===== config.mk =====
export PLATFORM = sky130hd
export DESIGN_NAME = cam_capture_ctrl
export DESIGN_NICKNAME = d
export VERILOG_FILES = /design/src/rtl/cam_capture_pkg.sv /design/src/rtl/cam_sync_edge.sv /design/src/rtl/cam_capture_ctrl.sv
export SDC_FILE = /design/constraint.sdc
export NUM_CORES = 1
export LEC_CHECK = 0
export BUFFER_PORTS_ARGS = -buffer_cell sky130_fd_sc_hd__buf_4
export CAP_MARGIN = 20
export CORE_ASPECT_RATIO = 1.75
export CORE_MARGIN = 3
export CORE_UTILIZATION = 53
export DETAILED_ROUTE_END_ITERATION = 8
export GPL_ROUTABILITY_DRIVEN = 1
export GPL_TIMING_DRIVEN = 1
export PLACE_DENSITY = 0.79
export SLEW_MARGIN = 20
export SYNTH_ARGS = -nofsm -noshare
export SYNTH_HDL_FRONTEND = slang
export SYNTH_SLANG_ARGS = --single-unit

===== constraint.sdc =====
create_clock -name PCLK -period 2.1 [get_ports PCLK]
set_input_delay 0 -clock PCLK [delete_from_list [all_inputs] [get_ports PCLK]]
set_output_delay 0 -clock PCLK [all_outputs]
set_load 0.02 [all_outputs]

===== src/rtl/cam_capture_pkg.sv =====
// cam_capture_pkg: types and constants shared by the frame-capture controller.
//   cap_state_e   : controller states (IDLE, WAIT_VS, CAPTURE)
//   ERR_*         : bit positions inside the sticky ERR vector
//   addr_*        : field positions of the write address {bank, row, col}
package cam_capture_pkg;

  typedef enum logic [1:0] {
    ST_IDLE    = 2'd0,
    ST_WAIT_VS = 2'd1,
    ST_CAPTURE = 2'd2
  } cap_state_e;

  localparam int ERR_OVR   = 0;  // frame skipped because the target bank was still owned
  localparam int ERR_LONG  = 1;  // pixel beyond the line or frame geometry
  localparam int ERR_SHORT = 2;  // frame ended with fewer lines than expected
  localparam int ERR_W     = 3;

  // Write address layout, LSB first: col, then row, then the bank bit on top.
  localparam int ADDR_COL_LSB = 0;

  function automatic int addr_row_lsb(input int col_w);
    return col_w;
  endfunction

  function automatic int addr_bank_bit(input int row_w, input int col_w);
    return row_w + col_w;
  endfunction

endpackage


===== src/rtl/cam_sync_edge.sv =====
// cam_sync_edge: keeps a registered copy of a 1-bit level and reports its edges.
//   clk  : clock
//   rst  : synchronous active-high reset (clears the registered copy)
//   d    : level input, already synchronous to clk
//   rise : d is high now and was low last cycle (combinational)
//   fall : d is low now and was high last cycle (combinational)
module cam_sync_edge (
  input  logic clk,
  input  logic rst,
  input  logic d,
  output logic rise,
  output logic fall
);

  logic d_q;

  always_ff @(posedge clk) begin
    if (rst) begin
      d_q <= 1'b0;
    end else begin
      d_q <= d;
    end
  end

  assign rise = d & ~d_q;
  assign fall = ~d & d_q;

endmodule


===== src/rtl/cam_capture_ctrl.sv =====
// cam_capture_ctrl: turns the VSYNC/HSYNC/DATA pixel stream into write strobes
// for a two-bank (ping-pong) frame buffer and tracks bank ownership.
//   PCLK, RESET            : pixel clock, synchronous active-high reset
//   CAP_START/CONT/ABORT   : arm (also clears ERR), re-arm level, abort to IDLE
//   VSYNC, HSYNC, DATA_IN  : frame valid, pixel valid, pixel data
//   BANK_RELEASE, REL_BANK : consumer frees a bank
//   WR_EN/WR_ADDR/WR_DATA  : registered frame-buffer write, WR_ADDR = {bank,row,col}
//   FRAME_DONE, DONE_BANK  : completion pulse and the bank it refers to
//   BUSY, BANK_FULL        : not-IDLE flag, per-bank consumer ownership
//   FRAME_CNT, ERR         : completed-frame counter (wraps), sticky errors
//   dbg_state              : current controller state
//
// Handshake: there is no backpressure. A write is valid exactly in the cycle
// WR_EN is high; FRAME_DONE is a single-cycle pulse; BANK_RELEASE is a
// single-cycle pulse acted on in the cycle it is sampled high.
module cam_capture_ctrl
  import cam_capture_pkg::*;
#(
  parameter int DATA_WIDTH      = 16,
  parameter int COL_WIDTH       = 10,
  parameter int ROW_WIDTH       = 9,
  parameter int PIX_PER_LINE    = 640,
  parameter int LINES_PER_FRAME = 480
) (
  input  logic                            PCLK,
  input  logic                            RESET,
  input  logic                            CAP_START,
  input  logic                            CAP_CONT,
  input  logic                            CAP_ABORT,
  input  logic                            VSYNC,
  input  logic                            HSYNC,
  input  logic [DATA_WIDTH-1:0]           DATA_IN,
  input  logic                            BANK_RELEASE,
  input  logic                            REL_BANK,
  output logic                            WR_EN,
  output logic [ROW_WIDTH+COL_WIDTH:0]    WR_ADDR,
  output logic [DATA_WIDTH-1:0]           WR_DATA,
  output logic                            FRAME_DONE,
  output logic                            DONE_BANK,
  output logic                            BUSY,
  output logic [1:0]                      BANK_FULL,
  output logic [15:0]                     FRAME_CNT,
  output logic [ERR_W-1:0]                ERR,
  output cap_state_e                      dbg_state
);

  localparam int ROW_LSB  = addr_row_lsb(COL_WIDTH);
  localparam int BANK_BIT = addr_bank_bit(ROW_WIDTH, COL_WIDTH);

  cap_state_e                  state, state_d;
  logic [ROW_WIDTH-1:0]        row, row_d, row_inc, row_end;
  logic [COL_WIDTH-1:0]        col, col_d, col_inc;
  logic                        act_bank, act_bank_d;
  logic                        vs_rise, vs_fall, hs_fall, unused_hs_rise;
  logic                        in_geometry;

  logic                        wr_en_d, done_d, done_bank_d, busy_d;
  logic [ROW_WIDTH+COL_WIDTH:0] wr_addr_d;
  logic [DATA_WIDTH-1:0]       wr_data_d;
  logic [1:0]                  bank_full_d;
  logic [15:0]                 frame_cnt_d;
  logic [ERR_W-1:0]            err_d;

  cam_sync_edge u_vs_edge (
    .clk  (PCLK),
    .rst  (RESET),
    .d    (VSYNC),
    .rise (vs_rise),
    .fall (vs_fall)
  );

  cam_sync_edge u_hs_edge (
    .clk  (PCLK),
    .rst  (RESET),
    .d    (HSYNC),
    .rise (unused_hs_rise),
    .fall (hs_fall)
  );

  // Counters saturate so an oversized line or frame cannot wrap back into
  // valid coordinates and overwrite earlier pixels.
  assign row_inc = (row == '1) ? row : row + ROW_WIDTH'(1);
  assign col_inc = (col == '1) ? col : col + COL_WIDTH'(1);

  // Row count as it stands once a line end in this same cycle is counted, so
  // a last line whose HSYNC drops together with VSYNC is not called short.
  assign row_end = hs_fall ? row_inc : row;

  assign in_geometry = (32'(row) < LINES_PER_FRAME) && (32'(col) < PIX_PER_LINE);

  always_comb begin
    state_d     = state;
    row_d       = row;
    col_d       = col;
    act_bank_d  = act_bank;
    wr_en_d     = 1'b0;
    wr_addr_d   = WR_ADDR;
    wr_data_d   = WR_DATA;
    done_d      = 1'b0;
    done_bank_d = DONE_BANK;
    frame_cnt_d = FRAME_CNT;
    err_d       = ERR;
    bank_full_d = BANK_FULL;

    // Release first so a completion of the same bank below overrides it.
    if (BANK_RELEASE) begin
      bank_full_d[REL_BANK] = 1'b0;
    end

    if (CAP_ABORT) begin
      state_d = ST_IDLE;
    end else begin
      case (state)
        ST_IDLE: begin
          if (CAP_START) begin
            state_d = ST_WAIT_VS;
            err_d   = '0;
          end
        end
        ST_WAIT_VS: begin
          if (vs_rise) begin
            if (BANK_FULL[act_bank]) begin
              err_d[ERR_OVR] = 1'b1;
            end else begin
              state_d = ST_CAPTURE;
              row_d   = '0;
              col_d   = '0;
            end
          end
        end
        ST_CAPTURE: begin
          if (HSYNC) begin
            if (in_geometry) begin
              wr_en_d                                = 1'b1;
              wr_addr_d                              = '0;
              wr_addr_d[BANK_BIT]                    = act_bank;
              wr_addr_d[ROW_LSB +: ROW_WIDTH]        = row;
              wr_addr_d[ADDR_COL_LSB +: COL_WIDTH]   = col;
              wr_data_d                              = DATA_IN;
            end else begin
              err_d[ERR_LONG] = 1'b1;
            end
            col_d = col_inc;
          end
          if (hs_fall) begin
            col_d = '0;
            row_d = row_inc;
          end
          if (vs_fall) begin
            done_d                = 1'b1;
            done_bank_d           = act_bank;
            bank_full_d[act_bank] = 1'b1;
            frame_cnt_d           = FRAME_CNT + 16'd1;
            act_bank_d            = ~act_bank;
            if (32'(row_end) < LINES_PER_FRAME) begin
              err_d[ERR_SHORT] = 1'b1;
            end
            state_d = CAP_CONT ? ST_WAIT_VS : ST_IDLE;
          end
        end
        default: state_d = ST_IDLE;
      endcase
    end

    busy_d = (state_d != ST_IDLE);
  end

  always_ff @(posedge PCLK) begin
    if (RESET) begin
      state      <= ST_IDLE;
      row        <= '0;
      col        <= '0;
      act_bank   <= 1'b0;
      WR_EN      <= 1'b0;
      WR_ADDR    <= '0;
      WR_DATA    <= '0;
      FRAME_DONE <= 1'b0;
      DONE_BANK  <= 1'b0;
      BUSY       <= 1'b0;
      BANK_FULL  <= '0;
      FRAME_CNT  <= '0;
      ERR        <= '0;
    end else begin
      state      <= state_d;
      row        <= row_d;
      col        <= col_d;
      act_bank   <= act_bank_d;
      WR_EN      <= wr_en_d;
      WR_ADDR    <= wr_addr_d;
      WR_DATA    <= wr_data_d;
      FRAME_DONE <= done_d;
      DONE_BANK  <= done_bank_d;
      BUSY       <= busy_d;
      BANK_FULL  <= bank_full_d;
      FRAME_CNT  <= frame_cnt_d;
      ERR        <= err_d;
    end
  end

  assign dbg_state = state;

endmodule


==> summary.md <==
| Metric | Value |
|---|---|
| Residual DRC | `0` |
| Fin crit period | `1930 ps` |
| Routability Congestion | `0.903` |
| Setup crit end | `col[3]` |
| Setup slack, reg-to-reg | `170 ps` |
| Max Cap Violations | `0` |
| Ant diodes | `0` |
| WS Path Type | `reg2reg` |
| WP data arrival | `2190 ps` |
| Worst-path clk slew | `60 ps` |
| Synth area leaders | `dfxtp_1 47%, nand2_1 9.7%, a21oi_1 7.6%` |
| Worst-path cell chain | `ha_1, and4_1, a31oi_4, o211ai_1, or3_1, a21oi_1` |
| Final setup viols | `0` |
| Vias in the first global route | `3301` |
| Post-synthesis sequential area ratio | `46.8%` |
| Family with the most delay on the worst path | `compound AO/OA/AOI/OAI gates` |
| Via count | `3489` |
| Worst Setup SP | `col[0]` |
| Post-synth EDFFs | `0` |
| Gate Count Post-Synth | `439` |
| Worst path required time | `2350 ps` |
| Reg2reg end | `col[3]` |
| WP depth | `6` |
| CTS tree | `done` |
| Die area | `0.00794 mm^2` |
| GR peak layer | `met2` |
| Initial antenna violation count | `0` |
| RSZ-0062 raised after global routing | `no` |
| Synthesis-stage register bit count | `85` |
| Grt ovf | `0` |
| Met2 Resource Use GR | `46.1%` |
| Routed vias/inst | `5.51` |
| Ys Warns | `0` |
| Crit-path slowest cell | `dfxtp_1` |
| Remaining antenna violation count | `0` |
| Die Span X | `68.6 um` |
| Worst path bufs/invs | `0` |
| Outcome | `finished clean` |
| Top post-synthesis cells by count | `94 x nand2_1, 85 x dfxtp_1, 55 x a21oi_1` |
| GRT met3 Usage | `5.04%` |
| Crit Reg-Reg Startpoint | `col[0]` |
| Hold slack | `27.8 ps` |
| Clk_lat worst skew | `330 ps` |
| Critical Path Fanout Max | `6` |
| First drt pass iteration count | `4` |
| First-pass GRT wire length | `15400 um` |
| Most common cell in the netlist | `nand2_1` |
| Detailed Place HPWL | `6560 um` |
| Pin count of the biggest net entering global routing | `52` |
| Fin. max-slew vios | `0` |
| Synthesis-to-finish area growth | `35.6%` |
| FILL cells | `518` |
| Final hold vios | `0` |
| Top_reg_cell synth | `dfxtp_1` |
| Wire length per cell | `14.8 um` |
| Max_slew headroom | `64.9%` |
| Core area | `0.00659 mm^2` |
| I/O Buffers | `87` |
| GRT Util Overall | `25.2%` |
| Pwr Density | `709 mW/mm^2` |
| Leading area contributor after synthesis | `dfxtp_1` |
| Die Y | `116 um` |
| Leakage power | `1.92 nW` |
| Asr flop ratio synth | `0%` |
| Num CTS Buffers | `9` |
| Mapped cell area | `0.00364 mm^2` |
| H-tree Lvls | `3` |
| Tcrit/Tclk final | `92.1%` |
| Max Freq | `517 MHz` |
| Final worst clock skew | `7.92 ps` |
| Critical path startpoint category | `flip-flop` |
| Worst Setup End Kind | `flip-flop` |
| Longest Clk Path Bufs | `2` |
| Sinks on Clock Net | `85` |
| Root Buffer | `clkbuf_16` |
| Synth Net Count | `467` |
| Drt total wl | `9360 um` |
| I/O Pins | `88` |
| Type of the tightest min-delay check | `in2reg` |
| Layout Nets | `574` |
| Synth unique cells | `48` |
| Initial DRC count | `242` |
| Share of layout cells above drive strength 1 | `23.4%` |
| Met1 Use GR | `27.5%` |
| Starting Density | `55.3%` |
| Post-synth top area share | `46.8%` |
| FP Rows | `39` |
| Mean area per synthesized cell | `8.29 um^2` |
| Slew @ Worst Pin | `526 ps` |
| Post-Route Setup TNS | `0 ps` |
| Critical path's largest stage delay | `360 ps` |
| Worst vdd ir | `0.000660 V` |
| Worst reg2reg path depth | `6` |
[how the worst min path moves through the flow]
stage	start	to	slack, ps	cells after the start
6_report	BANK_RELEASE	BANK_FULL[0]	30	4
5_1_grt	BANK_RELEASE	BANK_FULL[0]	40	4
4_1_cts	BANK_RELEASE	BANK_FULL[0]	20	4
3_5_place_dp	VSYNC	u_vs_edge.d_q	240	2
3_3_place_gp	VSYNC	u_vs_edge.d_q	230	2
2_1_floorplan	RESET	dbg_state[0]	80	1
[placed cells by master, fill, tap and decap left out, drive strengths merged, types with 3 or more instances in the layout]
master,Yosys,final
nor2b,3,3
a22oi,4,4
clkbuf,15,9
dlygate4sd3,0,21
ha,3,3
nor4,4,4
nand2,95,95
dfxtp,85,85
nand3,12,12
or3,8,8
a21oi,55,55
nor2,42,42
a32oi,3,3
and2,3,3
mux2i,4,4
and4,4,4
nor3,3,3
o2111ai,4,4
nand2b,6,6
o21ai,9,9
buf,10,100
a21o,3,3
and3,7,7
nand4,8,8
xor2,8,8
inv,4,5
clkinv,0,3
xnor2,10,10
o211ai,4,4
a31oi,4,4
[routing by layer]
layer | vias to the layer above | share of wire, %
met2 | 101 | 54
met4 | 0 | 2.2
met5 | - | 0
li1 | 1734 | -
met1 | 1639 | 38
met3 | 15 | 5.4
[cell families (layout without fill, tap and decap cells)]
family / count (synthesis) / in the layout / share of synthesized area [%]
multiplexers: 4 / 4 / 1.10
adder cells (fa/ha/maj): 3 / 3 / 1.03
flip-flops: 85 / 85 / 46.8
AND/OR/NAND/NOR: 204 / 204 / 26.9
buffers and inverters: 29 / 141 / 3.33
AO/OA/AOI/OAI: 96 / 96 / 16.5
XOR/XNOR: 18 / 18 / 4.33
[timing repair]
item / CTS / global route
endpoints found under the setup margin: 0 / 4
hold endpoints to repair: 21 / 0
gates resized for setup: 0 / 2
setup buffers: 0 / 1
hold buffers: 21 / 0
[final cells by class]
cell class | count | area [um^2] | area share (%)
Inverter | 4 | 15.0 | 0.304
Multi-Input combinational cell | 325 | 1830 | 37.1
Tap cell | 82 | 103 | 2.08
Clock buffer | 9 | 225 | 4.56
Sequential cell | 85 | 1700 | 34.5
Clock inverter | 7 | 98.8 | 2.00
Timing Repair Buffer | 121 | 961 | 19.5
[metrics by stage]
stage	power (mW)	util, %	std cells	setup WS (ps)	instance area, um^2
after global placement	1.81	66.5	595	207	4380
after floorplan	1.74	-	439	312	3640
after CTS	3.51	74.6	632	43.5	4910
final	3.50	74.9	633	165	4940
after detailed placement	1.81	66.5	595	96.9	4380
after global routing	3.60	74.9	633	33.5	4940
[worst reg2reg max path, delay by kind of cell (launching register included)]
kind	cells	cell delay, ps
DFF	1	360
adders and majority gates	1	250
AOI/OAI and AO/OA	3	630
and+or+nand+nor	2	620
[registers in the layout, summed over array words and instances, names as in the netlist, 2 cells and up]
signal,flops
WR_ADDR,20
FRAME_CNT,16
WR_DATA,16
col,10
row,9
ERR,3
BANK_FULL,2
dbg_state,2
[where the power goes]
part | internal, mW | switching [mW] | total, mW | leakage (nW)
clock | 1.05 | 0.646 | 1.69 | 0.156
combinational | 0.0888 | 0.0931 | 0.182 | 1.08
sequential | 1.62 | 0.00656 | 1.63 | 0.685
total | 2.76 | 0.745 | 3.50 | 1.92
Note: power is estimated with default switching activity, not from simulation.
